## src/rtl/copyn_fifo.sv

```systemverilog
// copyn_fifo: buffered N-way copy (fork) stage. Tokens enter through a
// DEPTH-entry circular FIFO holding {mask, data}; the head token is offered
// to every output enabled by its mask, either independently (EAGER=1) or in
// lockstep (EAGER=0). All outputs come straight from flops, so out_ready
// has no combinational path to in_ready or out_valid.
module copyn_fifo #(
  parameter int unsigned WIDTH = 8,
  parameter int unsigned NOUT  = 2,
  parameter int unsigned DEPTH = 2,
  parameter int unsigned EAGER = 1
) (
  input  logic                         clk,
  input  logic                         rst_n,
  input  logic [WIDTH-1:0]             in_data,
  input  logic [NOUT-1:0]              in_mask,
  input  logic                         in_valid,
  output logic                         in_ready,
  output logic [NOUT*WIDTH-1:0]        out_data,
  output logic [NOUT-1:0]              out_valid,
  input  logic [NOUT-1:0]              out_ready,
  output logic [$clog2(DEPTH+1)-1:0]   count
);

  localparam int unsigned PW = (DEPTH > 1) ? $clog2(DEPTH) : 1;
  localparam int unsigned CW = $clog2(DEPTH + 1);

  logic [WIDTH-1:0] mem_data [DEPTH];
  logic [NOUT-1:0]  mem_mask [DEPTH];

  logic [PW-1:0]          wr_ptr, rd_ptr, wr_ptr_n, rd_ptr_n;
  logic [NOUT-1:0]        done, done_n;
  logic [NOUT-1:0]        head_mask, head_mask_n;
  logic [WIDTH-1:0]       head_data, head_data_n;
  logic [CW-1:0]          count_n, remain;
  logic [NOUT-1:0]        xfer;
  logic [NOUT-1:0]        out_valid_n;
  logic [NOUT*WIDTH-1:0]  out_data_n;
  logic                   push, pop, live_n, in_ready_n;

  function automatic logic [PW-1:0] ptr_inc(input logic [PW-1:0] p);
    return (p == PW'(DEPTH - 1)) ? '0 : p + PW'(1);
  endfunction

  // Next-state: handshakes, pop decision, pointers and the next head view
  always_comb begin
    push        = in_valid && in_ready;
    pop         = 1'b0;
    xfer        = '0;
    done_n      = '0;
    head_mask_n = head_mask;
    head_data_n = head_data;

    if (count != '0) begin
      if (EAGER != 0) begin
        xfer = out_valid & out_ready;
        pop  = (head_mask & ~(done | xfer)) == '0;
      end else begin
        pop  = (head_mask & ~out_ready) == '0;
      end
    end

    if ((EAGER != 0) && !pop) done_n = done | xfer;

    rd_ptr_n = pop  ? ptr_inc(rd_ptr) : rd_ptr;
    wr_ptr_n = push ? ptr_inc(wr_ptr) : wr_ptr;
    count_n  = count + CW'(push) - CW'(pop);
    remain   = count - CW'(pop);

    // A token landing in an emptied FIFO becomes head directly from the input
    if (remain == '0) begin
      head_mask_n = push ? in_mask : '0;
      head_data_n = push ? in_data : '0;
    end else if (pop) begin
      head_mask_n = mem_mask[rd_ptr_n];
      head_data_n = mem_data[rd_ptr_n];
    end

    live_n      = count_n != '0;
    out_valid_n = live_n ? (head_mask_n & ~done_n) : '0;
    out_data_n  = live_n ? {NOUT{head_data_n}} : '0;
    in_ready_n  = count_n < CW'(DEPTH);
  end

  // Token storage; contents are only read once written, so no reset needed
  always_ff @(posedge clk) begin
    if (push) begin
      mem_data[wr_ptr] <= in_data;
      mem_mask[wr_ptr] <= in_mask;
    end
  end

  // Control state and registered outputs
  always_ff @(posedge clk or negedge rst_n) begin
    if (!rst_n) begin
      wr_ptr    <= '0;
      rd_ptr    <= '0;
      count     <= '0;
      done      <= '0;
      head_mask <= '0;
      head_data <= '0;
      in_ready  <= 1'b0;
      out_valid <= '0;
      out_data  <= '0;
    end else begin
      wr_ptr    <= wr_ptr_n;
      rd_ptr    <= rd_ptr_n;
      count     <= count_n;
      done      <= done_n;
      head_mask <= head_mask_n;
      head_data <= head_data_n;
      in_ready  <= in_ready_n;
      out_valid <= out_valid_n;
      out_data  <= out_data_n;
    end
  end

endmodule
```

## config.mk

```make
export PLATFORM = sky130hd
export DESIGN_NAME = copyn_fifo
export DESIGN_NICKNAME = d
export VERILOG_FILES = /design/src/rtl/copyn_fifo.sv
export SDC_FILE = /design/constraint.sdc
export NUM_CORES = 1
export LEC_CHECK = 0
export ABC_AREA = 1
export CORE_UTILIZATION = 52
export CTS_CLUSTER_SIZE = 16
export DETAILED_ROUTE_END_ITERATION = 10
export PLACE_DENSITY = 0.81
export SLEW_MARGIN = 20
export SYNTH_ARGS = -nofsm -noshare
export SYNTH_HDL_FRONTEND = slang
export SYNTH_SLANG_ARGS = --single-unit
```

## constraint.sdc

```tcl
create_clock -name clk -period 4.15 [get_ports clk]
set_input_delay 1.245 -clock clk [delete_from_list [all_inputs] [get_ports clk]]
set_output_delay 1.245 -clock clk [all_outputs]
set_load 0.005 [all_outputs]
```

==> results.md, run 1 <==
Status:
- The flow ran to the end, and the final reports show no timing, DRC or antenna violations.

Routing:
- After detailed routing, the average wire length per cell comes to 12.6 um.
- The routed layout has ~1400 vias.
- The overall routed net length is around 3500 um.
- The number of DRC markers in iteration 0 is between 80 and 90.
- In the routed design, unresolved DRC markers number 0.
- The remaining antenna violation count is 0.
- The detailed router put a total of ~1600 um of wire on met1.
- The first detailed-routing pass ran for 4 iterations.
- Dividing the detail-routed via count by the number of cells gives between 5 and 6.
- The detailed route wirelength on metal3 is ~180 um.
- Wire segments on met2 add up to roughly 1600 um in the final route.
- Routed signal wires occupy layers up through met4.

Place:
- The post-placement cell count is about 270.
- The placed wire-length estimate is between 2000 and 3000 um.
- The final estimated routing congestion in global placement is 0.798.
- The number of port buffers is 35.
- In this run the cell area measured after placement is ~2400 um^2.

Setup path:
- The category of the critical setup timing path is in2reg.
- The worst setup path is launched from a primary input.
- The critical path required time is around 4300 ps.
- The worst-path maximum fanout is 12.
- STA classifies the critical path endpoint as a register.
- At the worst endpoint, the arrival time is approximately 3400 ps.

STA:
- The number of failing setup endpoints in the final timing report is 0.
- Setup repair after global routing left no endpoint under its margin.
- The summed negative setup slack over all endpoints is 0 ps.
- The achievable frequency is between 300 and 400 MHz.
- The minimum clock period is about 3200 ps.
- The max-slew violation count is 0.
- The hold violation total from the final report is 0.
- The final critical path takes up roughly 78% of the cycle.
- Measured against its own limit, the worst slew margin works out to ~47%.
- The slew at the pin closest to its max-slew limit is 797 ps.
- Between clock sinks in the finished design, the worst skew comes to approximately 6.4 ps.
- Hold is met by 560 ps.

Final layout:
- The post-route netlist has 12.8% of its cells at a drive strength greater than 1.
- The filler cells instantiated in the layout total just under 300.
- Leaving out fill and tap cells, the most frequent cell in the layout is sky130_fd_sc_hd__nor2_1.
- The number of inserted diodes is 0.
- Excluding fillers, the count of instances in the completed layout stands at about 270.
- With fillers left out, the area of the finished cells amounts to between 2000 and 2500 um^2.
- From synthesis to final layout, the design area changed by 20.0%.
- At the end of the flow, the number of nets in the layout was approximately 240.
- Leaving out fill and tap cells, the most frequent cells in the layout are 36 x sky130_fd_sc_hd__nor2_1, 35 x sky130_fd_sc_hd__clkdlybuf4s50_1, 29 x sky130_fd_sc_hd__nand2_1.

Global routing:
- The via count of the first global-routing pass is approximately 1300.
- The global route total overflow is 0.
- Global routing used about a fifth of the available tracks across all layers.
- Entering global routing, the biggest net connects 28 pins.
- The first-pass GRT wire length is 6070 um.
- The number of antenna violations at the first check in global routing is 0.

Clock network:
- The clock buffer count from CTS is 5.
- Buffers added to address setup during post-CTS repair amount to 0.
- In this run, post-CTS hold repair placed 0 buffers.
- The master cell of the clock root buffer is sky130_fd_sc_hd__clkbuf_8.
- The number of H-tree levels is 2.
- The clock-pin slew of the registers on the worst-case setup and hold paths is around 80 ps.
- Counting every sink on the clock net gives between 40 and 50.
- The post-cts gate resize count is 0.
- The TritonCTS clock tree is yes.
- The longest clock path from root to sink contains 2 buffers.
- The insertion delay of the later-clocked pin in the worst-skew pair is ~290 ps.

Pwr:
- The leakage component of the power is 0.00106 uW.
- The total power divided by cell area is 842 nW/um^2.
- The worst supply voltage drop on vdd is about 0.35 mV.

Floorplanning:
- The floorplan step set the die width to between 60 and 70 um.
- The core region is roughly 3700 um^2.
- The floorplan step defined a die boundary enclosing between 4000 and 5000 um^2.
- The starting density of the core is between 50% and 60%.
- The row count is 22.
- During I/O placement, the number of pins put on the boundary was 36.
- The overall die height is ~65 um.

Yosys:
- Dividing the synthesized area by the synthesized cell count gives approximately 11 um^2.
- The netlist area before placement is ~2100 um^2.
- The synthesized netlist cell count is 195.
- The number of nets handed over by synthesis was between 200 and 250.
- The share of synthesized area occupied by flip-flops and latches is between 60 and 70%.
- After synthesis the netlist holds a flip-flop and latch count of between 40 and 50.
- The number of different library cells used by synthesis comes to 23.
- The total of warnings raised by yosys is 0.

Run:
- The number of maximum-capacitance violations is 0.

Worst hold path:
- The class of the tightest hold or removal check is reg2reg.
==> final timing paths <==
check | start | to | slack (ps) | cells past startpoint
setup / recovery | out_ready[1] | out_data[13] | 910 | 12
max in group asynchronous | rst_n | out_valid[1] | 2590 | 2
hold / removal | wr_ptr | wr_ptr | 560 | 2
min in group asynchronous | rst_n | in_ready | 1310 | 2
hold reg to reg | wr_ptr | wr_ptr | 560 | 2
setup reg to reg | out_valid[1] | out_data[13] | 1950 | 11
==> layer usage <==
metal / GRT usage (%) / up-vias
met5: 0 / -
met3: 4.75 / 2
met1: 28.2 / 637
met4: 5.00 / 0
met2: 28.8 / 45
li1: - / 695
==> layout make-up <==
cell class	instances	area, um^2	share of cell area [%]
repair buffers	36	358	14.5
multi-input cells	120	623	25.3
inverters	15	56.3	2.29
clock buffers	6	76.3	3.10
flip-flops and latches	47	1280	51.8
clock inverters	2	12.5	0.508
well taps	48	60.1	2.44
==> worst max-delay path, cell delays in order <==
cell                              delay (ps)
sky130_fd_sc_hd__clkdlybuf4s50_1         450
sky130_fd_sc_hd__nand2_1                  80
sky130_fd_sc_hd__nand3_2                 230
sky130_fd_sc_hd__nand2_1                 110
sky130_fd_sc_hd__nor2_2                  270
sky130_fd_sc_hd__ha_1                    300
sky130_fd_sc_hd__inv_1                    60
sky130_fd_sc_hd__ha_1                    230
sky130_fd_sc_hd__inv_1                    70
sky130_fd_sc_hd__nand3_2                 110
sky130_fd_sc_hd__inv_2                   200
sky130_fd_sc_hd__a21oi_2                  60
==> synthesized netlist by cell type <==
library cell | n | area [um^2]
sky130_fd_sc_hd__edfxtp_1 | 20 | 601
sky130_fd_sc_hd__buf_4 | 10 | 75.1
sky130_fd_sc_hd__a21oi_2 | 9 | 78.8
sky130_fd_sc_hd__a21oi_1 | 10 | 50.1
sky130_fd_sc_hd__nand4_1 | 1 | 6.26
sky130_fd_sc_hd__xor2_1 | 2 | 17.5
sky130_fd_sc_hd__nand2_4 | 1 | 11.3
sky130_fd_sc_hd__buf_6 | 1 | 11.3
sky130_fd_sc_hd__dfrtp_1 | 27 | 676
sky130_fd_sc_hd__nor2_2 | 2 | 12.5
sky130_fd_sc_hd__inv_2 | 3 | 11.3
sky130_fd_sc_hd__o21ai_0 | 11 | 55.1
sky130_fd_sc_hd__clkinv_1 | 1 | 3.75
sky130_fd_sc_hd__nand3_4 | 1 | 17.5
sky130_fd_sc_hd__or2_1 | 1 | 6.26
sky130_fd_sc_hd__nand2_1 | 29 | 109
sky130_fd_sc_hd__xnor2_1 | 1 | 8.76
sky130_fd_sc_hd__inv_1 | 11 | 41.3
sky130_fd_sc_hd__nand3_2 | 4 | 40.0
sky130_fd_sc_hd__buf_2 | 2 | 10.0
sky130_fd_sc_hd__ha_1 | 2 | 25.0
sky130_fd_sc_hd__nand3_1 | 10 | 50.1
sky130_fd_sc_hd__nor2_1 | 36 | 135
==> cell families after synthesis <==
| logic type | count (synthesis) | share of synthesized area, % |
|---|---|---|
| XOR/XNOR | 3 | 1.28 |
| buffers and inverters | 28 | 7.44 |
| flip-flops | 47 | 62.2 |
| AND/OR/NAND/NOR | 85 | 18.9 |
| adder cells (fa/ha/maj) | 2 | 1.22 |
| AO/OA/AOI/OAI | 30 | 8.96 |
==> state kept, by name (all words and copies together), names as in the netlist <==
register and flops:
mem_data 16, head_data 8, out_data 8, mem_mask 4, count 2, done 2, head_mask 2, out_valid 2
in_ready 1, rd_ptr 1, wr_ptr 1
==> through the flow <==
step	utilization (%)	setup WS, ps	total power, uW
global placement	63.9	685	1780
finish	66.3	907	2070
floorplan	-	1480	1550
detailed placement	63.9	613	1820
CTS	66.3	907	2090
global route	66.3	740	2270
==> power by group <==
group	switching [uW]	internal, uW	leakage [uW]
Clock	142	124	0.0000446
Sequential	77.7	667	0.000522
Combinational	636	429	0.000496
No activity file was read; power rests on OpenSTA's default activity.
==> run 2: changes to the inputs <==
clock period = 3.3 ns   (was 4.15 ns; I/O delays follow)
==> results.md, run 2 (synthesis results as in run 1) <==
Status:
- The run finished with clean final reports.

Final layout:
- Fill cells in the final layout number roughly 300.
- The largest registers in the layout are mem_data (16), head_data (8), out_data (8).
- Measured on the finished design, the core utilization comes to 67.3%.
- The register ranked first by flip-flop count is mem_data.
- The flip-flop count of the largest register, all copies and words added is 16.
- The library cells used most frequently in the layout, excluding fill and tap cells, are 36 x sky130_fd_sc_hd__nor2_1, 35 x sky130_fd_sc_hd__clkdlybuf4s50_1, 29 x sky130_fd_sc_hd__nand2_1.
- Leaving out fill and tap cells, the most frequent cell in the layout is sky130_fd_sc_hd__nor2_1.
- The number of nets in the finished design is around 250.
- The area growth from synthesis to layout is 21.8%.
- Cells with a size suffix above 1 make up between 10 and 15% of the layout.
- The number of inserted diodes is 0.

Clock network:
- The TritonCTS clock tree is yes.
- The post-cts gate resize count is 0.
- The post-CTS setup repair buffer count is 0.
- Buffers inserted during clock tree synthesis total 5.
- After clock tree synthesis, the flow added hold-fix buffers numbering 0.
- The clock passes through at most 2 buffers.
- CTS placed an instance of sky130_fd_sc_hd__clkbuf_8 at the clock tree root.
- The H-tree was split into 2 levels.
- The clock net in this run drives a total of 47 sinks.
- The later pin in the worst-skew pair is clocked with a latency of approximately 300 ps.
- The clock-pin slew of the registers on the worst-case setup and hold paths is ~80 ps.

Setup path:
- The number of cells on the worst reg-to-reg path is 9.
- By startpoint and endpoint, the worst setup path is classified as in2reg.
- For the worst setup path, the data required time is between 3000 and 4000 ps.
- The startpoint type of the worst setup path is a primary input.
- Of all nets on the critical path, the largest fanout is 8.
- The worst setup path is captured at a register.
- The arrival time reported for the critical path endpoint is between 2000 and 3000 ps.
- The startpoint of the lowest-slack register-to-register path is count[1].
- The most critical setup path has its startpoint at out_ready[1].

Pwr:
- The worst supply voltage drop on vdd is about 0.49 mV.
- For this design the ratio of total power to cell area is roughly 1100 nW/um^2.
- The leakage component of the power is between 0.001 and 0.0015 uW.

Routing:
- The pre-antenna-repair detailed-routing pass consisted of 4 iterations.
- The overall routed net length is between 3000 and 4000 um.
- For this block, the initial DRC count from the detailed router was 63.
- The final routed DRC violation total is 0.
- The routed length per instance is ~13 um.
- Using the TritonRoute via totals, the vias-per-cell ratio works out to a little under 5.
- The count of nets left with antenna violations once routing finished came out at 0.
- For this block, the via count after detailed routing is 1370.

Floorplanning:
- The row count is 22.
- 36 I/O pins were placed.
- After floorplanning, the core was sized to cover between 3000 and 4000 um^2.
- The die covers approximately 4200 um^2.
- The width of the chip is ~65 um.
- The starting density of the core is 55.2%.
- The overall die height is approximately 65 um.

Run:
- The tool flagged a number of max-cap violations equal to 0.

Global routing:
- Entering global routing, the biggest net connects 28 pins.
- The first-pass GRT wire length is slightly below 6000 um.
- The via count of the first global-routing pass came to roughly 1200.
- The number of antenna violations at the first check in global routing came to 0.
- Global routing used between 10% and 20% of the available tracks across all layers.
- The global route total overflow is 0.

STA:
- For the pin with the worst max-slew slack, the measured transition is 358 ps.
- The summed negative setup slack over all endpoints is 0 ps.
- The headroom to the max-slew limit is approximately three quarters.
- Across the routed clock network, the largest skew measured is approximately 2.6 ps.
- Setup slack on the critical path of the routed design comes to about 760 ps.
- Setup repair after global routing left no endpoint under its margin.
- The max-slew violation count came to 0.
- The smallest clock period supported by the final layout is computed as around 2500 ps.
- The number of failing setup endpoints in the final timing report is 0.
- The hold violation total from the final report is 0.
- The achievable frequency is around 390 MHz.
- The period utilization is 77.1%.

Place:
- The setup slack after placement is 459 ps.
- The placed wire-length estimate is 2570 um.
- The final estimated routing congestion in global placement is roughly 0.80.
- During placement, the flow inserted port buffers numbering 35.

Worst hold path:
- The tightest min-delay check is of the reg2reg type.
- The cell depth of the worst hold path is 2.
- In this run the most critical hold path is launched from wr_ptr.
[run 2: metrics by stage]
stage	hold WS, ps	power (uW)	instances	cell area [um^2]
floorplan	532	1950	195	2050
global placement	546	2300	271	2410
detailed placement	564	2340	271	2410
CTS	574	2680	279	2500
global route	611	2900	279	2500
finish	567	2670	279	2500
[run 2: cell type report]
| class | count | area [um^2] | share of cell area [%] |
|---|---|---|---|
| clock inverters | 2 | 12.5 | 0.501 |
| repair buffers | 41 | 395 | 15.8 |
| flip-flops and latches | 47 | 1280 | 51.1 |
| multi-input cells | 120 | 623 | 24.9 |
| inverters | 15 | 56.3 | 2.25 |
| well taps | 48 | 60.1 | 2.40 |
| clock buffers | 6 | 76.3 | 3.05 |
[run 2: worst max-delay path, stage by stage]
cell and delay, ps:
sky130_fd_sc_hd__clkdlybuf4s50_1 400, sky130_fd_sc_hd__nand2_1 110, sky130_fd_sc_hd__nand3_2 80, sky130_fd_sc_hd__nand2_1 80, sky130_fd_sc_hd__nor2_2 40, sky130_fd_sc_hd__ha_1 270, sky130_fd_sc_hd__inv_1 40, sky130_fd_sc_hd__ha_1 180
sky130_fd_sc_hd__or2_1 260, sky130_fd_sc_hd__nand3_2 110, sky130_fd_sc_hd__inv_2 110, sky130_fd_sc_hd__a21oi_2 120
[run 2: worst paths after layout]
kind	endpoint	slack, ps
min in group asynchronous	count[0]	1050
worst max-delay path	out_data[10]	760
worst min register to register	wr_ptr	570
worst min-delay path	wr_ptr	570
max in group asynchronous	done[0]	2000
worst max register to register	out_data[10]	1420
[run 2: per-layer routing]
metal | up-vias | track usage (%) | share of wire [%]
li1 | 707 | - | -
met1 | 615 | 29.7 | 50
met2 | 41 | 26.0 | 43
met3 | 7 | 4.75 | 4.4
met4 | 0 | 8.33 | 1.9
met5 | - | 0 | 0
[run 2: where the power goes]
group	internal, uW	total (uW)	switching, uW
Clock	156	338	182
Sequential	837	934	97.3
Combinational	576	1390	816
